===== src/rtl/spi_regfile.sv =====
// SPI-slave (mode 0) register file with readback on MISO and auto-incrementing burst access.
// SPI pins are synchronised into clk_i; all outputs are registered.
module spi_regfile #(
    parameter int unsigned NUM_REGISTERS = 8,
    parameter int unsigned LEN_REGISTER  = 8,
    parameter logic [NUM_REGISTERS*LEN_REGISTER-1:0] RESET_VALUES = '0
) (
    input  logic                                  clk_i,
    input  logic                                  rst_i,
    input  logic                                  enable_i,
    input  logic                                  spi_sclk_i,
    input  logic                                  spi_mosi_i,
    input  logic                                  spi_cs_i,
    output logic                                  spi_miso_o,
    output logic [NUM_REGISTERS*LEN_REGISTER-1:0] regs_o,
    output logic                                  wr_strobe_o,
    output logic [6:0]                            wr_addr_o
);

    typedef enum logic [1:0] {
        S_IDLE,
        S_CMD,
        S_DATA
    } state_t;

    state_t                                state_q;
    logic                                  sclk_s1_q, sclk_s2_q, sclk_s3_q;
    logic                                  mosi_s1_q, mosi_s2_q;
    logic                                  cs_s1_q, cs_s2_q;
    logic [5:0]                            cnt_q;
    logic [6:0]                            cmd_q;
    logic [LEN_REGISTER-2:0]               data_q;
    logic [LEN_REGISTER-2:0]               shift_q;
    logic [6:0]                            addr_q;
    logic                                  rd_q;
    logic                                  load_q;
    logic                                  miso_q;
    logic [NUM_REGISTERS*LEN_REGISTER-1:0] regs_q;
    logic                                  strobe_q;
    logic [6:0]                            wr_addr_q;

    logic                    rise, fall, in_range, last_bit;
    logic [7:0]              cmd_d;
    logic [LEN_REGISTER-1:0] data_d;
    logic [LEN_REGISTER-1:0] rd_word_d;
    logic [6:0]              addr_d;

    always_comb begin
        rise      = sclk_s2_q & ~sclk_s3_q;
        fall      = ~sclk_s2_q & sclk_s3_q;
        cmd_d     = {cmd_q, mosi_s2_q};
        data_d    = {data_q, mosi_s2_q};
        in_range  = {25'd0, addr_q} < NUM_REGISTERS;
        last_bit  = cnt_q == 6'(LEN_REGISTER - 1);
        rd_word_d = '0;
        if (in_range) begin
            rd_word_d = regs_q[addr_q*LEN_REGISTER +: LEN_REGISTER];
        end
        // Out-of-range addresses also wrap, so a burst resumes at register 0.
        if ({25'd0, addr_q} >= NUM_REGISTERS - 1) begin
            addr_d = '0;
        end else begin
            addr_d = addr_q + 7'd1;
        end
    end

    always_ff @(posedge clk_i) begin
        if (rst_i) begin
            state_q   <= S_IDLE;
            sclk_s1_q <= 1'b0;
            sclk_s2_q <= 1'b0;
            sclk_s3_q <= 1'b0;
            mosi_s1_q <= 1'b0;
            mosi_s2_q <= 1'b0;
            cs_s1_q   <= 1'b0;
            cs_s2_q   <= 1'b0;
            cnt_q     <= '0;
            cmd_q     <= '0;
            data_q    <= '0;
            shift_q   <= '0;
            addr_q    <= '0;
            rd_q      <= 1'b0;
            load_q    <= 1'b0;
            miso_q    <= 1'b0;
            regs_q    <= RESET_VALUES;
            strobe_q  <= 1'b0;
            wr_addr_q <= '0;
        end else begin
            sclk_s1_q <= spi_sclk_i;
            sclk_s2_q <= sclk_s1_q;
            sclk_s3_q <= sclk_s2_q;
            mosi_s1_q <= spi_mosi_i;
            mosi_s2_q <= mosi_s1_q;
            cs_s1_q   <= spi_cs_i;
            cs_s2_q   <= cs_s1_q;
            strobe_q  <= 1'b0;

            if (cs_s2_q || !enable_i) begin
                state_q <= S_IDLE;
                cnt_q   <= '0;
                load_q  <= 1'b0;
                miso_q  <= 1'b0;
            end else begin
                unique case (state_q)
                    S_IDLE: begin
                        state_q <= S_CMD;
                        cnt_q   <= '0;
                    end
                    S_CMD: begin
                        if (rise) begin
                            cmd_q <= cmd_d[6:0];
                            if (cnt_q == 6'd7) begin
                                rd_q    <= cmd_d[7];
                                addr_q  <= cmd_d[6:0];
                                cnt_q   <= '0;
                                load_q  <= 1'b1;
                                state_q <= S_DATA;
                            end else begin
                                cnt_q <= cnt_q + 6'd1;
                            end
                        end
                    end
                    S_DATA: begin
                        // First fall of each word loads the word; later falls shift it out.
                        if (fall && rd_q) begin
                            if (load_q) begin
                                miso_q  <= rd_word_d[LEN_REGISTER-1];
                                shift_q <= rd_word_d[LEN_REGISTER-2:0];
                                load_q  <= 1'b0;
                            end else begin
                                miso_q  <= shift_q[LEN_REGISTER-2];
                                shift_q <= shift_q << 1;
                            end
                        end
                        if (rise) begin
                            data_q <= data_d[LEN_REGISTER-2:0];
                            if (last_bit) begin
                                if (!rd_q && in_range) begin
                                    regs_q[addr_q*LEN_REGISTER +: LEN_REGISTER] <= data_d;
                                    strobe_q  <= 1'b1;
                                    wr_addr_q <= addr_q;
                                end
                                addr_q <= addr_d;
                                cnt_q  <= '0;
                                load_q <= 1'b1;
                            end else begin
                                cnt_q <= cnt_q + 6'd1;
                            end
                        end
                    end
                    default: state_q <= S_IDLE;
                endcase
            end
        end
    end

    assign spi_miso_o  = miso_q;
    assign regs_o      = regs_q;
    assign wr_strobe_o = strobe_q;
    assign wr_addr_o   = wr_addr_q;

endmodule


===== config.mk =====
export PLATFORM = sky130hd
export DESIGN_NAME = spi_regfile
export DESIGN_NICKNAME = d
export VERILOG_FILES = /design/src/rtl/spi_regfile.sv
export SDC_FILE = /design/constraint.sdc
export NUM_CORES = 1
export LEC_CHECK = 0
export BUFFER_PORTS_ARGS = -buffer_cell sky130_fd_sc_hd__buf_2
export CORE_MARGIN = 2
export CORE_UTILIZATION = 60
export CTS_BUF_LIST = sky130_fd_sc_hd__clkbuf_16
export CTS_CLUSTER_DIAMETER = 150
export DETAILED_ROUTE_END_ITERATION = 8
export GPL_TIMING_DRIVEN = 0
export PLACE_DENSITY_LB_ADDON = 0.1
export SLEW_MARGIN = 20
export SYNTH_ARGS = -nofsm -noshare
export SYNTH_HDL_FRONTEND = slang
export SYNTH_SLANG_ARGS = --single-unit
export TNS_END_PERCENT = 20

===== constraint.sdc =====
create_clock -name clk_i -period 8.5 [get_ports clk_i]
set_input_delay 0.425 -clock clk_i [delete_from_list [all_inputs] [get_ports clk_i]]
set_output_delay 0.425 -clock clk_i [all_outputs]
set_load 0.01 [all_outputs]

==> results.yml <==
routing:
  num_vias: 5299
  via_per_inst: 6.01
  drt-initial-drc-count: 366
  post-route-drc-count: 0
  drt_first_pass_iters: 5
  wl_um: 17400
  antenna_left: 0
  wl_per_cell_um: 19.8
timing:
  hold_viol: 0
  fin_skew_ns: 0.00756
  fmax_mhz: 219
  period_minus_slack_ns: 4.56
  finalSetupTns_ns: 0
  worst_slew_pin_slew_ns: 1.03
  relSlewSlack_pct: 30.6
  slew_viol_final: 0
  fin_crit_sh_pct: 53.6
  grt_setup_unrepaired: "no"
  setup_viol: 0
critical_path:
  path_cells: "buf_1 -> buf_1 -> inv_1 -> ha_1 -> nand2b_1 -> nor2b_1 -> ha_1 -> nor4bb_1 -> o2bb2ai_4 -> clkbuf_1 -> nand4_1 -> a21oi_1"
  cp-start-kind: "register"
  endpoint_kind: "register"
  max_stage_delay_ns: 0.74
  path_class: "reg2reg"
  slowest_stage: "buf_1"
  reg2regPathDepth: 12
  cp_max_fo: 10
  cp.arrival_ns: 4.90
  required_ns: 8.84
logic_synthesis:
  synth_edf_count: 0
  synth_most_common_cell: "dfxtp_1"
  synth_warnings: 0
  async_flop_share_pct: 0
  syn_nets: 655
  yosysTopAreaCellShare_pct: 40.6
  synthTopCellsByArea: "dfxtp_1 41%, mux2i_1 10%, mux4_2 6.2%, nand2b_1 5.5%, nand2_1 5.5%"
  synth_seq_cells: 118
  syn_inst: 642
  syn_avg_cell_area_um2: 9.07
  yosys.area_share.simple_pct: 26.6
  synth_cell_types: 59
  syn_area_um2: 5820
  synth_common_cells: "118 x dfxtp_1, 85 x nand2_1, 59 x mux2i_1"
  synth_xor_area_share_pct: 1.29
  synth_top_family_by_area: "simple AND/OR/NAND/NOR gates"
  synth_compound_area_share_pct: 9.65
  synth_fa_ha_area_share_pct: 1.50
  post-synth-top-area-cell: "dfxtp_1"
  synth_ff_type: "dfxtp_1"
  ys_seq_area_share_pct: 40.6
  synthMuxAreaShare_pct: 16.3
cts:
  numCtsBuffers: 17
  cts.htree.levels: 4
  cts_resized: 0
  hold_buffers: 0
  cts.sinks: 118
  clk_pin_slew_worst_paths_ns: 0.06
  post_cts_buffers: 0
  clock-root-buffer: "clkbuf_16"
  clock_latency_ns: 0.42
  cts.path.max_buffers: 2
  cts_tree: "yes"
power:
  p_leak_nw: 2.89
  power_density_nw_per_um2: 184
  peakVddDrop_mv: 0.131
  power.total_w: 0.00128
global_route:
  track_usage_pct: 34.0
  grt_max_degree: 17
  grt_overflow_total: 0
  grt_pass1_wl_um: 26600
  grt_pass1_vias: 5045
  antenna_found_initial: 0
placement:
  dp_hpwl_um: 11800
  place.port_buffers: 78
  placed_area_um2: 6390
  gp_congestion: 0.948
hold_path:
  hold_path_class: "in2reg"
  min_path_cells: 2
cells_and_area:
  multi_input_area_um2: 3240
  final_cell_area_um2: 6970
  final_nets: 753
  regArea_um2: 2360
  nFillCells: 689
  diodes: 0
  final_core_util_pct: 74.7
  drive_gt1_share_pct: 18.9
  syn_to_final_growth_pct: 19.7
floorplan:
  rows: 35
  num_io_pins: 79
  core_um2: 9330
  die_x_um: 103
  die_area_um2: 10500
  initial_core_util_pct: 62.4
  die_h_um: 103
job:
  maxCapViolCount: 0
run_status:
  status: "completed"
==> cell type report <==
class / instances / area share [%]
flip-flops and latches: 118 / 33.9
clock buffers: 17 / 6.10
inverters: 13 / 0.700
clock inverters: 15 / 2.08
plain buffers: 43 / 2.68
repair buffers: 79 / 5.71
well taps: 129 / 2.32
multi-input cells: 468 / 46.5
==> flip-flops by register name, summed over array words and instances, names as in the netlist, 2 cells and up <==
name       count
cnt_q          6
state_q        2
data_q         7
regs_o        64
cmd_q          7
addr_q         7
wr_addr_o      7
shift_q        7
==> placed cells by master (no fill, tap or decap), types with 7 or more instances in the layout <==
master,netlist,layout
ha_1,7,7
and2_1,12,12
inv_1,12,14
dfxtp_1,118,118
a21oi_1,38,38
nand2b_1,51,51
nand2_1,85,85
clkbuf_1,29,29
nand3_1,30,30
nor2b_1,16,16
buf_2,2,80
o21ai_0,12,12
mux2i_1,59,59
nor3_1,11,10
nor2_1,43,43
buf_1,8,8
o21ai_1,17,17
mux4_2,16,16
clkbuf_16,0,17
==> critical path, delay by kind of cell (launching register included) <==
family	cells	cell delay (ns)
buf+inv	4	2.00
compound gates	2	0.48
flops	1	0.41
fa+ha+maj	2	0.58
simple gates	4	1.00
==> routing by layer <==
metal / share of wire (%) / global-route usage (%) / vias to the layer above
met2: 48 / 53.9 / 249
met3: 8.0 / 7.46 / 45
met1: 41 / 45.1 / 2561
li1: - / - / 2444
met5: 0 / 0 / -
met4: 3.0 / 14.5 / 0
==> final timing paths <==
path,from,slack (ns),to
setup / recovery,addr_q[1],3.94,regs_o[3]
hold / removal,spi_cs_i,0.22,cs_s1_q
setup reg to reg,addr_q[1],3.94,regs_o[3]
hold reg to reg,mosi_s1_q,0.44,mosi_s2_q
==> logic make-up after synthesis <==
kind of cell,after synthesis
AND/OR/NAND/NOR,287
buffers and inverters,56
flip-flops,118
multiplexers,75
XOR/XNOR,7
adder cells (fa/ha/maj),7
AO/OA/AOI/OAI,92
==> where the power goes <==
| group | internal, W | switching [W] |
|---|---|---|
| Combinational | 0.00000866 | 0.0000170 |
| Sequential | 0.000555 | 0.00000119 |
| Clock | 0.000451 | 0.000252 |
==> stage by stage <==
stage | setup WS [ns] | cells | hold slack (ns)
floorplan | 5.32 | 642 | 0.414
global placement | 3.97 | 849 | 0.417
detailed placement | 4.15 | 850 | 0.429
CTS | 4.14 | 882 | 0.221
global route | 3.87 | 882 | 0.220
finish | 3.94 | 882 | 0.217
Power figures use the tool's default switching activity.
